===== config.mk =====
export PLATFORM = sky130hd
export DESIGN_NAME = cdc_handshake_tx
export DESIGN_NICKNAME = d
export VERILOG_FILES = /design/src/rtl/cdc_handshake_tx_pkg.sv /design/src/rtl/cdc_handshake_tx_sync_rst.sv /design/src/rtl/cdc_handshake_tx.sv
export SDC_FILE = /design/constraint.sdc
export NUM_CORES = 1
export LEC_CHECK = 0
export CORE_MARGIN = 10
export CORE_UTILIZATION = 38
export DETAILED_ROUTE_END_ITERATION = 12
export PLACE_DENSITY = 0.8
export SYNTH_ARGS = -nofsm -noshare
export SYNTH_HDL_FRONTEND = slang
export SYNTH_HIERARCHICAL = 1
export SYNTH_SLANG_ARGS = --single-unit

===== constraint.sdc =====
create_clock -name Clk -period 1.5 [get_ports Clk]
set_input_delay 0.3 -clock Clk [delete_from_list [all_inputs] [get_ports Clk]]
set_output_delay 0.3 -clock Clk [all_outputs]
set_load 0.05 [all_outputs]

===== src/rtl/cdc_handshake_tx_pkg.sv =====
// cdc_handshake_tx_pkg: state encoding and counter-width helper shared by the
// toggle-handshake transmitter (and its matching receiver).
package cdc_handshake_tx_pkg;

    localparam logic [0:0] ST_IDLE     = 1'b0;
    localparam logic [0:0] ST_WAIT_ACK = 1'b1;

    // Width of a counter that must hold 0..n; never narrower than one bit.
    function automatic int cnt_width(input int n);
        return (n < 1) ? 1 : $clog2(n + 1);
    endfunction

endpackage


===== src/rtl/cdc_handshake_tx_sync_rst.sv =====
// cdc_sync_rst: multi-flop synchronizer for a single level crossing into clk.
//   clk   - destination clock
//   rst_n - asynchronous active-low reset, clears every stage to 0
//   d     - asynchronous input level
//   q     - synchronized level (final stage)
module cdc_sync_rst #(
    parameter int STAGES = 2
) (
    input  logic clk,
    input  logic rst_n,
    input  logic d,
    output logic q
);

    logic [STAGES-1:0] chain;

    always_ff @(posedge clk or negedge rst_n) begin
        if (!rst_n) chain <= '0;
        else        chain <= {chain[STAGES-2:0], d};
    end

    assign q = chain[STAGES-1];

endmodule


===== src/rtl/cdc_handshake_tx.sv =====
// cdc_handshake_tx: source side of a 2-phase (toggle) req/ack crossing.
//   Clk, ResetN       - clock, asynchronous active-low reset
//   InData/InValid    - local word offered for transfer
//   InReady           - high while idle (word can be accepted)
//   XferData/XferReq  - registered word and request level to the receiver
//   XferAck           - asynchronous ack level returned by the receiver
//   Done              - one-cycle pulse when a transfer completes
//   Timeout           - one-cycle pulse each time the ack wait expires
module cdc_handshake_tx
    import cdc_handshake_tx_pkg::*;
#(
    parameter int DATA_WIDTH     = 8,
    parameter int SYNC_STAGES    = 2,
    parameter int TIMEOUT_CYCLES = 0
) (
    input  logic                  Clk,
    input  logic                  ResetN,
    input  logic [DATA_WIDTH-1:0] InData,
    input  logic                  InValid,
    output logic                  InReady,
    output logic [DATA_WIDTH-1:0] XferData,
    output logic                  XferReq,
    input  logic                  XferAck,
    output logic                  Done,
    output logic                  Timeout
);

    logic [0:0] state;
    logic       ack_sync;
    logic       waiting;
    logic       matched;

    cdc_sync_rst #(.STAGES(SYNC_STAGES)) u_ack_sync (
        .clk   (Clk),
        .rst_n (ResetN),
        .d     (XferAck),
        .q     (ack_sync)
    );

    assign waiting = state == ST_WAIT_ACK;
    // Ack phase catching up with the request phase means the receiver has taken the word.
    assign matched = waiting && (ack_sync == XferReq);
    assign InReady = !waiting;

    always_ff @(posedge Clk or negedge ResetN) begin
        if (!ResetN) begin
            state    <= ST_IDLE;
            XferReq  <= 1'b0;
            XferData <= '0;
            Done     <= 1'b0;
        end else begin
            Done <= matched;
            if (matched) begin
                state <= ST_IDLE;
            end else if (InValid && InReady) begin
                XferData <= InData;
                XferReq  <= ~XferReq;
                state    <= ST_WAIT_ACK;
            end
        end
    end

    generate
        if (TIMEOUT_CYCLES > 0) begin : g_timeout
            localparam int            CW   = cnt_width(TIMEOUT_CYCLES);
            localparam logic [CW-1:0] LAST = CW'(TIMEOUT_CYCLES - 1);
            logic [CW-1:0] cnt;
            logic          expire;
            // Completion takes priority over an expiry landing on the same edge.
            assign expire = waiting && !matched && (cnt == LAST);
            always_ff @(posedge Clk or negedge ResetN) begin
                if (!ResetN) begin
                    cnt     <= '0;
                    Timeout <= 1'b0;
                end else begin
                    Timeout <= expire;
                    cnt     <= (!waiting || expire) ? '0 : cnt + CW'(1);
                end
            end
        end else begin : g_no_timeout
            assign Timeout = 1'b0;
        end
    endgenerate

endmodule


# Word-level counts from Yosys, hierarchy flattened
# Cells that the tools add are included.
[totals]
register_bits = 13
in_bits = 12
elab_cells = 15
[classes]
n_mux = 2
eq_ne = 1
reduce_logical = 5
n_bitwise = 2
[ops]
columns = ["operator", "n"]
rows = [
  ["$logic_and A1 B1 Y1", 2],
  ["$mux W1", 2],
  ["$not A1 Y1", 2],
  ["$reduce_and A2 Y1", 1],
  ["$reduce_bool A2 Y1", 1],
  ["$eq A1 B1 Y1", 1],
  ["$logic_not A1 Y1", 1],
]

# Depth between registers and ports, before layout
[logic_depth]
depth_word = 4
mapped_depth = 3

# By module
# Netlist, hierarchy kept.
[by_module_without_submodules]
columns = ["module", "area_each_um2", "n_inst", "cells_per_inst"]
rows = [
  ["cdc_handshake_tx", 460.4, 1, 29],
  ["cdc_sync_rst", 50.0, 1, 2],
]

# Least setup slack after synthesis
# OpenSTA, ideal clock, no wires.
[synth_timing]
kind = "register to register"
start = "register state"
end = "register XferData[0]"
arrival_time_ns = 0.985
stages_incl_launch_ff = 4
required_ns = 1.375
path_slack_ns = 0.390
path_buffers = 1
period_less_slack_ns = 1.110
path_cell_list = "dfrtp_1 -> nor2b_1 -> buf_6 -> mux2_4"
[synth_via]
elab_chain_len = 3
elab_cells_between_ends = 5
classes_between = "bitwise (1); reduce/logical (4)"
[synth_rtl]
columns = ["element", "line_no", "rtl"]
rows = [
  ["start, declared", "cdc_handshake_tx.sv:28", "logic [0:0] state;"],
  ["start signal, assigned", "cdc_handshake_tx.sv:47", "state <= ST_IDLE;"],
  ["start signal, assigned", "cdc_handshake_tx.sv:54", "state <= ST_IDLE;"],
  ["start signal, assigned", "cdc_handshake_tx.sv:58", "state <= ST_WAIT_ACK;"],
  ["$logic_not A1 Y1 / $logic_and A1 B1 Y1 (equally long branches)", "cdc_handshake_tx.sv:43, cdc_handshake_tx.sv:42", ""],
  ["$logic_and A1 B1 Y1 / $not A1 Y1 (equally long branches)", "n/a", ""],
  ["$reduce_and A2 Y1 (no source line) *", "n/a", ""],
  ["end signal, assigned", "cdc_handshake_tx.sv:56", "XferData <= InData;"],
  ["end, declared", "cdc_handshake_tx.sv:21", "output logic [DATA_WIDTH-1:0] XferData,"],
]
# Every way passes the cells marked *; elsewhere a longest branch is shown, timed or not.
# A chain may end at the register's enable or synchronous reset.

# Final worst setup path
[layout_timing]
start = "input InValid"
end = "register XferData[1]"
[layout_via]
elab_chain_len = 2
[layout_rtl]
columns = ["element", "line_no", "rtl"]
rows = [
  ["start, declared", "cdc_handshake_tx.sv:19", "input logic InValid,"],
  ["$logic_and A1 B1 Y1", "cdc_handshake_tx.sv:55", "end else if (InValid && InReady) begin"],
  ["$reduce_and A2 Y1 (no source line)", "n/a", ""],
]
# No other way between the ends.

==> results.cfg <==
[outcome]
status = complete, no violations

[global_routing]
grt_antenna_before_repair = 0
grt_start_max_net_pins = 14
grt_pass1_wl_um = 1790
track_usage_pct = 6.99
grt_pass1_vias = 373
grt-ovfl-total = 0

[detailed_routing]
drc = 0
wl_per_cell_um = 15.3
dr.pass1.iters = 2
postRouteWirelength_um = 1100
via_per_inst = 4.50
dr_total_vias = 324
drt_iter0_drc = 4
antenna_left = 0

[clocking]
postCtsHoldBufs = 0
cts.sinks = 13
cts_max_level = 1
post-cts-setup-buffers = 0
clk_pin_slew_ns = 0.07
root_buffer = clkbuf_4
clk_latency_ns = 0.27
ctsResizeCount = 0
cts_tree = built
clock_path_buffers = 2
numCtsBuffers = 3

[floorplanning]
rows = 13
chipHeight_um = 56.7
die_w_um = 56.7
core-area_um2 = 1280
dieArea_um2 = 3210
initial_core_util_pct = 39.7
io_pins = 24

[finish]
final_area_um2 = 882
area_growth_pct = 72.8
drive_above_1_share_pct = 42.1
n_antenna_cell = 0
fin_nets = 70
finalCoreUtilization_pct = 68.6

[setup_path]
endpoint_kind = register
worstPathArrival_ns = 1.43
slowest_delay_ns = 0.47
critPathRequiredTime_ns = 1.66
reg2reg_setup_slack_ns = 0.30
cp_max_fo = 9
crit_chain = clkdlybuf4s50_1, nor2b_1, buf_4, mux2_4
cp_slowest_cell = clkdlybuf4s50_1
worstSetupPathType = in2reg
startpoint_type = input pin

[placed_design]
gp_congestion = 0.659
placed_area_um2 = 856
dpl.hpwl_um = 883
numPortBuffers = 22

[job]
cap_viol_max_count = 0

[logic_synthesis]
yosysUniqueCellTypes = 12
ys_ff_latch = 13
synthesis.area_um2 = 510
synthCells = 31
syn_nets = 43
synth_warnings = 6
syn_avg_cell_area_um2 = 16.5
yosysSeqAreaShare_pct = 63.7

[timing]
drv_slew = 0
slew_headroom_pct = 63.2
fin_crit_ns = 1.28
skew_ns = 0.00605
setup_violations = 0
worst_pin_slew_ns = 0.550
fmax_mhz = 784
rsz0062_at_grt = no
finalCritPeriodShare_pct = 85.1
hold_viol = 0

[power_and_ir_drop]
p_sw_uw = 997
share_seq_of_total_power_pct = 28.1
vdd_drop_max_mv = 1.27
pwr-share-clk_pct = 8.8
leakagePower_nw = 0.407
sw_frac_of_total_pct = 41.4
combinationalPowerShare_pct = 63.1
pwr_density_cell_nw_per_um2 = 2730
internal_power_mw = 1.41

[worst_hold_path]
hp-class = reg2reg
## through the flow
stage / hold slack [ns] / setup WS, ns / setup TNS, ns / power [mW] / instances
floorplan: 0.00441 / 0.390 / 0 / 1.42 / 31
global placement: 0.334 / -0.0298 / -0.210 / 2.21 / 68
detailed placement: 0.343 / -0.0643 / -0.495 / 2.22 / 68
CTS: 0.355 / 0.228 / 0 / 2.44 / 72
global route: 0.374 / 0.181 / 0 / 2.51 / 72
finish: 0.354 / 0.224 / 0 / 2.41 / 72
## path summary, 6_finish.rpt
| path | startpoint | endpoint | cells after the start |
|---|---|---|---|
| setup / recovery | InValid | XferData[1] | 4 |
| hold / removal | u_ack_sync/chain[0] | u_ack_sync/chain[1] | 0 |
| setup reg to reg | state | XferData[1] | 3 |
| hold reg to reg | u_ack_sync/chain[0] | u_ack_sync/chain[1] | 0 |
| max in group asynchronous | ResetN | XferData[0] | 1 |
| min in group asynchronous | ResetN | XferData[4] | 1 |
## layout make-up
| cell class | instances | area [um2] |
|---|---|---|
| fillers | 97 | 403 |
| well taps | 15 | 18.8 |
| multi-input cells | 15 | 163 |
| flip-flops and latches | 13 | 325 |
| clock buffers | 4 | 26.3 |
| repair buffers | 24 | 345 |
| inverters | 1 | 3.75 |
## worst max-delay path, delay by kind of cell
| family | cells | cell delay [ns] |
|---|---|---|
| multiplexers | 1 | 0.32 |
| AND/OR/NAND/NOR | 1 | 0.13 |
| buffers and inverters | 2 | 0.69 |
## cell usage in the layout, fill, tap and decap left out, drive strengths merged
master	n
nor2	1
clkdlybuf4s50	11
conb	1
xnor2	1
a21oi	1
and2	1
mux2	8
clkbuf	4
buf	13
dfrtp	13
inv	1
xor2	1
nor2b	1
## flip-flops by register name, summed over array words and instances (netlist names)
| name | count |
|---|---|
| Done | 1 |
| XferData | 8 |
| XferReq | 1 |
| state | 1 |
| u_ack_sync/chain | 2 |
## Yosys cell counts
library cell | n | area (um2)
buf_4 | 1 | 7.51
dfrtp_1 | 13 | 325
conb_1 | 1 | 3.75
xor2_1 | 1 | 8.76
buf_6 | 1 | 11.3
mux2_4 | 8 | 120
nor2_1 | 1 | 3.75
and2_1 | 1 | 6.26
a21oi_1 | 1 | 5.00
xnor2_1 | 1 | 8.76
inv_1 | 1 | 3.75
nor2b_1 | 1 | 6.26
## kinds of logic after synthesis
logic type      after synthesis  synth area share, %
flops                        13                 63.7
mux                           8                 23.5
simple gates                  3                 3.19
other cells                   1                0.735
xor+xnor                      2                 3.43
compound gates                1                0.979
buf+inv                       3                 4.41
## power groups by stage
stage / registers, mW / clock network, mW / logic, mW
detailed placement: 0.686 / 0 / 1.54
floorplan: 1.08 / 0 / 0.342
global route: 0.704 / 0.237 / 1.56
CTS: 0.683 / 0.220 / 1.54
global placement: 0.686 / 0 / 1.52
finish: 0.678 / 0.211 / 1.52
## per-layer routing
metal,global-route usage (%),vias to the layer above,part of all wire [%]
met5,0,-,0
li1,-,151,-
met2,9.87,13,48
met3,3.15,0,7.0
met1,7.99,160,45
met4,5.15,0,0
Power figures use the tool's default switching activity.
